`src/rtl/div_sched.sv`:
```
// div_sched: arbitrates NREQ requesters onto one shared sequential shift-subtract divider datapath.
// Define DIV_SCHED_FIXED_PRIO_EN for fixed priority (lowest index wins) instead of round-robin.
module div_sched #(
  parameter int N    = 8,
  parameter int NREQ = 4
) (
  input  logic              clk,
  input  logic              rst,
  input  logic [NREQ-1:0]   req,
  input  logic [NREQ*N-1:0] dividend_in,
  input  logic [NREQ*N-1:0] divisor_in,
  output logic [NREQ-1:0]   gnt,
  output logic [NREQ-1:0]   done,
  output logic [N-1:0]      quotient,
  output logic [N-1:0]      remainder,
  output logic              dz,
  output logic              busy,
  output logic              dp_ld,
  output logic              dp_step,
  output logic [N-1:0]      dp_dividend,
  output logic [N-1:0]      dp_divisor,
  input  logic [N-1:0]      dp_quotient,
  input  logic [N-1:0]      dp_remainder
);

  localparam int CW = $clog2(N + 1);
  localparam int IW = $clog2(NREQ);

  typedef enum logic [1:0] {S_IDLE, S_LOAD, S_RUN, S_DONE} state_t;

  state_t        r_state, w_next;
  logic [CW-1:0] r_cnt;
  logic [IW-1:0] r_owner;
  logic [N-1:0]  r_dividend, r_divisor, r_quotient, r_remainder;
  logic          r_zero, r_dz;

  logic          w_found, w_grant, w_sel_zero;
  logic [IW-1:0] w_win;
  logic [N-1:0]  w_sel_dividend, w_sel_divisor;
  int            w_idx;

`ifndef DIV_SCHED_FIXED_PRIO_EN
  logic [IW-1:0] r_ptr;
`endif

  // Winner search: first asserted request scanning upward from the search start.
  always_comb begin
    // NOTE: every variable gets a default first, so no path leaves one unassigned (no latch).
    w_found = 1'b0;
    w_win   = '0;
    w_idx   = 0;
    for (int k = 0; k < NREQ; k++) begin
`ifdef DIV_SCHED_FIXED_PRIO_EN
      w_idx = k;
`else
      w_idx = int'(r_ptr) + k;
      if (w_idx >= NREQ) w_idx = w_idx - NREQ;
`endif
      if (!w_found && req[w_idx]) begin
        w_found = 1'b1;
        w_win   = IW'(w_idx);
      end
    end
  end

  assign w_grant        = (r_state == S_IDLE) && w_found && !rst;
  assign w_sel_dividend = dividend_in[w_win*N +: N];
  assign w_sel_divisor  = divisor_in[w_win*N +: N];
  assign w_sel_zero     = (w_sel_divisor == '0);

  // NOTE: sequential state uses non-blocking assignments so every flop samples pre-edge values.
  always_ff @(posedge clk or posedge rst) begin
    if (rst) r_state <= S_IDLE;
    else     r_state <= w_next;
  end

  always_comb begin
    w_next = r_state;
    case (r_state)
      S_IDLE: if (w_grant) w_next = w_sel_zero ? S_DONE : S_LOAD;
      S_LOAD: w_next = S_RUN;
      S_RUN:  if (r_cnt == CW'(N - 1)) w_next = S_DONE;
      S_DONE: w_next = S_IDLE;
      default: w_next = S_IDLE;
    endcase
  end

  // Results are presented combinationally during DONE and held in registers afterwards.
  always_comb begin
    gnt       = '0;
    done      = '0;
    busy      = (r_state != S_IDLE);
    dp_ld     = (r_state == S_LOAD);
    dp_step   = (r_state == S_RUN);
    quotient  = r_quotient;
    remainder = r_remainder;
    dz        = r_dz;
    if (w_grant) gnt[w_win] = 1'b1;
    if (r_state == S_DONE) begin
      done[r_owner] = 1'b1;
      quotient      = r_zero ? '1 : dp_quotient;
      remainder     = r_zero ? r_dividend : dp_remainder;
      dz            = r_zero;
    end
  end

  assign dp_dividend = r_dividend;
  assign dp_divisor  = r_divisor;

  always_ff @(posedge clk or posedge rst) begin
    if (rst) begin
      r_cnt       <= '0;
      r_owner     <= '0;
      r_dividend  <= '0;
      r_divisor   <= '0;
      r_zero      <= 1'b0;
      r_quotient  <= '0;
      r_remainder <= '0;
      r_dz        <= 1'b0;
`ifndef DIV_SCHED_FIXED_PRIO_EN
      r_ptr       <= '0;
`endif
    end else begin
      if (w_grant) begin
        r_owner    <= w_win;
        r_dividend <= w_sel_dividend;
        r_divisor  <= w_sel_divisor;
        r_zero     <= w_sel_zero;
`ifndef DIV_SCHED_FIXED_PRIO_EN
        r_ptr      <= (w_win == IW'(NREQ - 1)) ? '0 : w_win + 1'b1;
`endif
      end
      case (r_state)
        S_LOAD:  r_cnt <= '0;
        S_RUN:   r_cnt <= (r_cnt == CW'(N - 1)) ? '0 : r_cnt + 1'b1;
        default: r_cnt <= r_cnt;
      endcase
      if (r_state == S_DONE) begin
        r_quotient  <= quotient;
        r_remainder <= remainder;
        r_dz        <= r_zero;
      end
    end
  end

endmodule
```
`config.mk`:
```
export PLATFORM = sky130hd
export DESIGN_NAME = div_sched
export DESIGN_NICKNAME = d
export VERILOG_FILES = /design/src/rtl/div_sched.sv
export SDC_FILE = /design/constraint.sdc
export NUM_CORES = 1
export LEC_CHECK = 0
export BUFFER_PORTS_ARGS = -buffer_cell sky130_fd_sc_hd__clkbuf_2
export CORE_MARGIN = 2
export CORE_UTILIZATION = 40
export DETAILED_ROUTE_END_ITERATION = 16
export GPL_ROUTABILITY_DRIVEN = 0
export HOLD_SLACK_MARGIN = 0.02
export PLACE_DENSITY = 0.78
export SYNTH_ARGS = -nofsm -noshare
export SYNTH_HDL_FRONTEND = slang
export SYNTH_SLANG_ARGS = --single-unit
export TNS_END_PERCENT = 30
```
`constraint.sdc`:
```
create_clock -name clk -period 2.35 [get_ports clk]
set_input_delay 0.47 -clock clk [delete_from_list [all_inputs] [get_ports clk]]
set_output_delay 0.47 -clock clk [all_outputs]
set_load 0.005 [all_outputs]
```
==> summary.txt <==
STA
  – Tightest Pin Transition: 0.781 ns
  – # setup viols final: 3
  – Max-slew violations: 0
  – Setup TNS: -0.0151 ns
  – Final Hold Violating Endpoints: 0
  – Final setup margin: -0.00750 ns
  – F_max: 424 MHz
  – Final worst path period share: 100%
  – Unrepaired setup endpoints after global routing: yes
  – Slew HR: 47.4%
  – Clock skew: 0.00997 ns
  – Minimum clock period: ~2.4 ns

Logic synthesis
  – Yosys top cell by area: dfrtp_1
  – Ys Warns: 0
  – FF+latch count, synth: 44
  – Cell with the most instances after synthesis: nand2_1
  – Post-synth ARST share: 100%
  – EDFF count, synth: 0
  – Largest cells by area after synthesis: dfrtp_1 41%, nand2_1 9.7%, o22a_1 5.2%, ha_1 4.6%, a211oi_1 3.9%
  – Mapped Avg Cell Area: ~8.5 µm²
  – Most used DFF post-synth: dfrtp_1
  – Post-synthesis sequential area ratio: 40.6%
  – Unique masters post-synth: 42
  – Net Count, Synth: 417
  – Post-synthesis instance area: between 2000 and 3000 µm²
  – Post-Syn Instances: about 320
  – Most instantiated cells after synthesis: 70 x nand2_1, 44 x dfrtp_1, 19 x nand3_1
  – Top cell type's share of synthesized area: roughly 40%

Routing
  – DRC viols: 0
  – Router iterations before antenna repair: 4
  – Routed wire length: 7800 µm
  – Final ANT Viol Nets: 0
  – WL per Instance: between 10 and 15 µm
  – Vias: ~2900
  – DRT iter0 DRCs: between 100 and 150
  – Routed vias/inst: 5.17

Worst setup path
  – Max FO, Critical Path: 11
  – Critical Path Start: r_ptr[1]
  – End point of the critical path: gnt[3]
  – Crit end category: output port
  – Flop-to-flop setup slack: 0 ns
  – Reg2reg end: r_state[1]
  – CP Launch Type: flop
  – Critical setup path kind: reg -> out
  – Arrival time worst endpoint: 1.89 ns
  – CP required: about 1.9 ns
  – Path depth of the worst reg2reg path: 8
  – Worst R2R Start: r_ptr[1]

Floorplanning
  – # rows: 30
  – Die Ht: between 80 and 90 µm
  – IO Pins: 130
  – DIE AREA: between 7000 and 8000 µm²
  – Initial Util: around two fifths
  – Core area: between 6000 and 7000 µm²
  – Die X: between 80 and 90 µm

Finish
  – Post-Layout Inst Area: between 3000 and 4000 µm²
  – Ratio of cells with drive above 1 in the final layout: 43.3%
  – Final Non-Filler Cells: 556
  – Fin nets: roughly 570
  – Ant diodes: 0
  – Layout area overhead: 46.5%
  – Fillers: approximately 580
  – Fin util: 59.5%

Placed design
  – Number of placed cells counting well taps: 540
  – Port-buffer cells: roughly 130
  – Post-DP HPWL: a little under 6000 µm
  – Pre-CTS setup slack: -0.174 ns
  – Area after DPL: ~3700 µm²

Clock network
  – CTS Buf Count: 5
  – CTS Sinks: 44
  – H-tree depth: 2
  – Clock tree buffer depth: 2
  – CTS tree: done
  – Worst-Skew Late Latency: 0.30 ns
  – CTS clk-pin slew, worst paths: 0.09 ns
  – Root Buffer: clkbuf_8

Global route
  – GRT Total Usage: between 10% and 20%
  – Vias in the first global route: ~2600
  – Grt total ovfl: 0
  – Largest net degree at the start of global routing: 26
  – Antenna violations before repair: 0
  – First-pass GRT wire length: ~12000 µm

Pwr
  – Power Density: between 1000 and 1500 nW/µm²
  – Max IR drop VDD: ~0.57 mV
  – Cell leakage power: about 2 nW

Min path
  – HP Class: in -> async

Run
  – Max_cap viols: 0

Outcome
  – Failing checks: setup timing
  – Run status: finished, violations left
[stage by stage]
step,hold slack [ns],power (mW)
final,0.208,4.42
after detailed placement,0.475,3.69
after global placement,0.462,3.59
after CTS,0.196,4.27
after floorplan,0.470,2.68
after global routing,0.241,4.80
[worst min path at each step]
stage / start / to / cells past startpoint
after floorplan: r_cnt[3] / r_cnt[3] / 1
after CTS: rst / r_ptr[0] / 2
final: rst / r_owner[0] / 2
after global routing: rst / r_ptr[0] / 2
after detailed placement: dp_divisor[1] / dp_divisor[1] / 2
after global placement: dp_divisor[6] / dp_divisor[6] / 2
[final cells by class]
| class | instances | area (µm²) | area share, % |
|---|---|---|---|
| inverters | 11 | 46.3 | 1.16 |
| well taps | 80 | 100 | 2.52 |
| clock buffers | 6 | 82.6 | 2.08 |
| multi-input cells | 243 | 1590 | 40.1 |
| clock inverters | 2 | 15.0 | 0.378 |
| repair buffers | 170 | 1030 | 26.0 |
| flip-flops and latches | 44 | 1100 | 27.7 |
[registers in the layout, indices dropped and copies added (netlist names)]
register	count
r_dz	1
r_quotient	8
dp_divisor	8
r_remainder	8
r_zero	1
r_ptr	2
r_owner	2
r_state	2
dp_dividend	8
r_cnt	4
[timing repair]
action	CTS	global route
resized for setup	8	24
hold buffers	0	0
endpoints found under the setup margin	6	6
pin swaps	4	8
setup buffers	3	5
[metal layers]
| layer | wire length, µm | track usage (%) | part of all wire, % | vias up |
|---|---|---|---|---|
| met4 | 177 | 7.67 | 2.3 | 0 |
| met3 | 324 | 2.19 | 4.2 | 14 |
| met1 | 3580 | 27.5 | 46 | 1332 |
| met2 | 3710 | 32.2 | 48 | 84 |
| li1 | - | - | - | 1442 |
| met5 | 0 | 0 | 0 | - |
[power by group]
group | internal, mW | switching (mW)
Clock | 0.238 | 0.262
Sequential | 1.09 | 0.230
Combinational | 1.25 | 1.34
[layout by cell type (no fill, tap or decap), drive strengths merged, types with 2 or more instances in the layout]
cell,instances
a211oi,17
a21boi,16
a21oi,17
and2,4
buf,43
clkbuf,133
clkinvlp,2
dfrtp,44
ha,10
inv,11
mux2i,9
nand2,71
nand2b,2
nand3,19
nor2,15
nor2b,2
nor3,2
o21ai,16
o22a,16
o22ai,4
o31ai,8
[critical path: stages, from the launching register on]
cell and delay [ns]:
dfrtp_2 0.42, nand2_1 0.09, a221o_1 0.35, nand2_4 0.10, inv_6 0.07, buf_12 0.13, ha_1 0.16, and2_1 0.15
clkbuf_2 0.11
[cell families (layout without fill, tap and decap cells)]
logic type                 Yosys count  count (layout)  synth area share, %
muxes                               10              10                 3.73
adders and majority gates           10              10                 4.61
and+or+nand+nor                    121             121                 19.5
AOI/OAI and AO/OA                  102             102                 26.6
buffers and inverters               34             189                 5.02
DFF                                 44              44                 40.6
No activity file was read; power rests on OpenSTA's default activity.
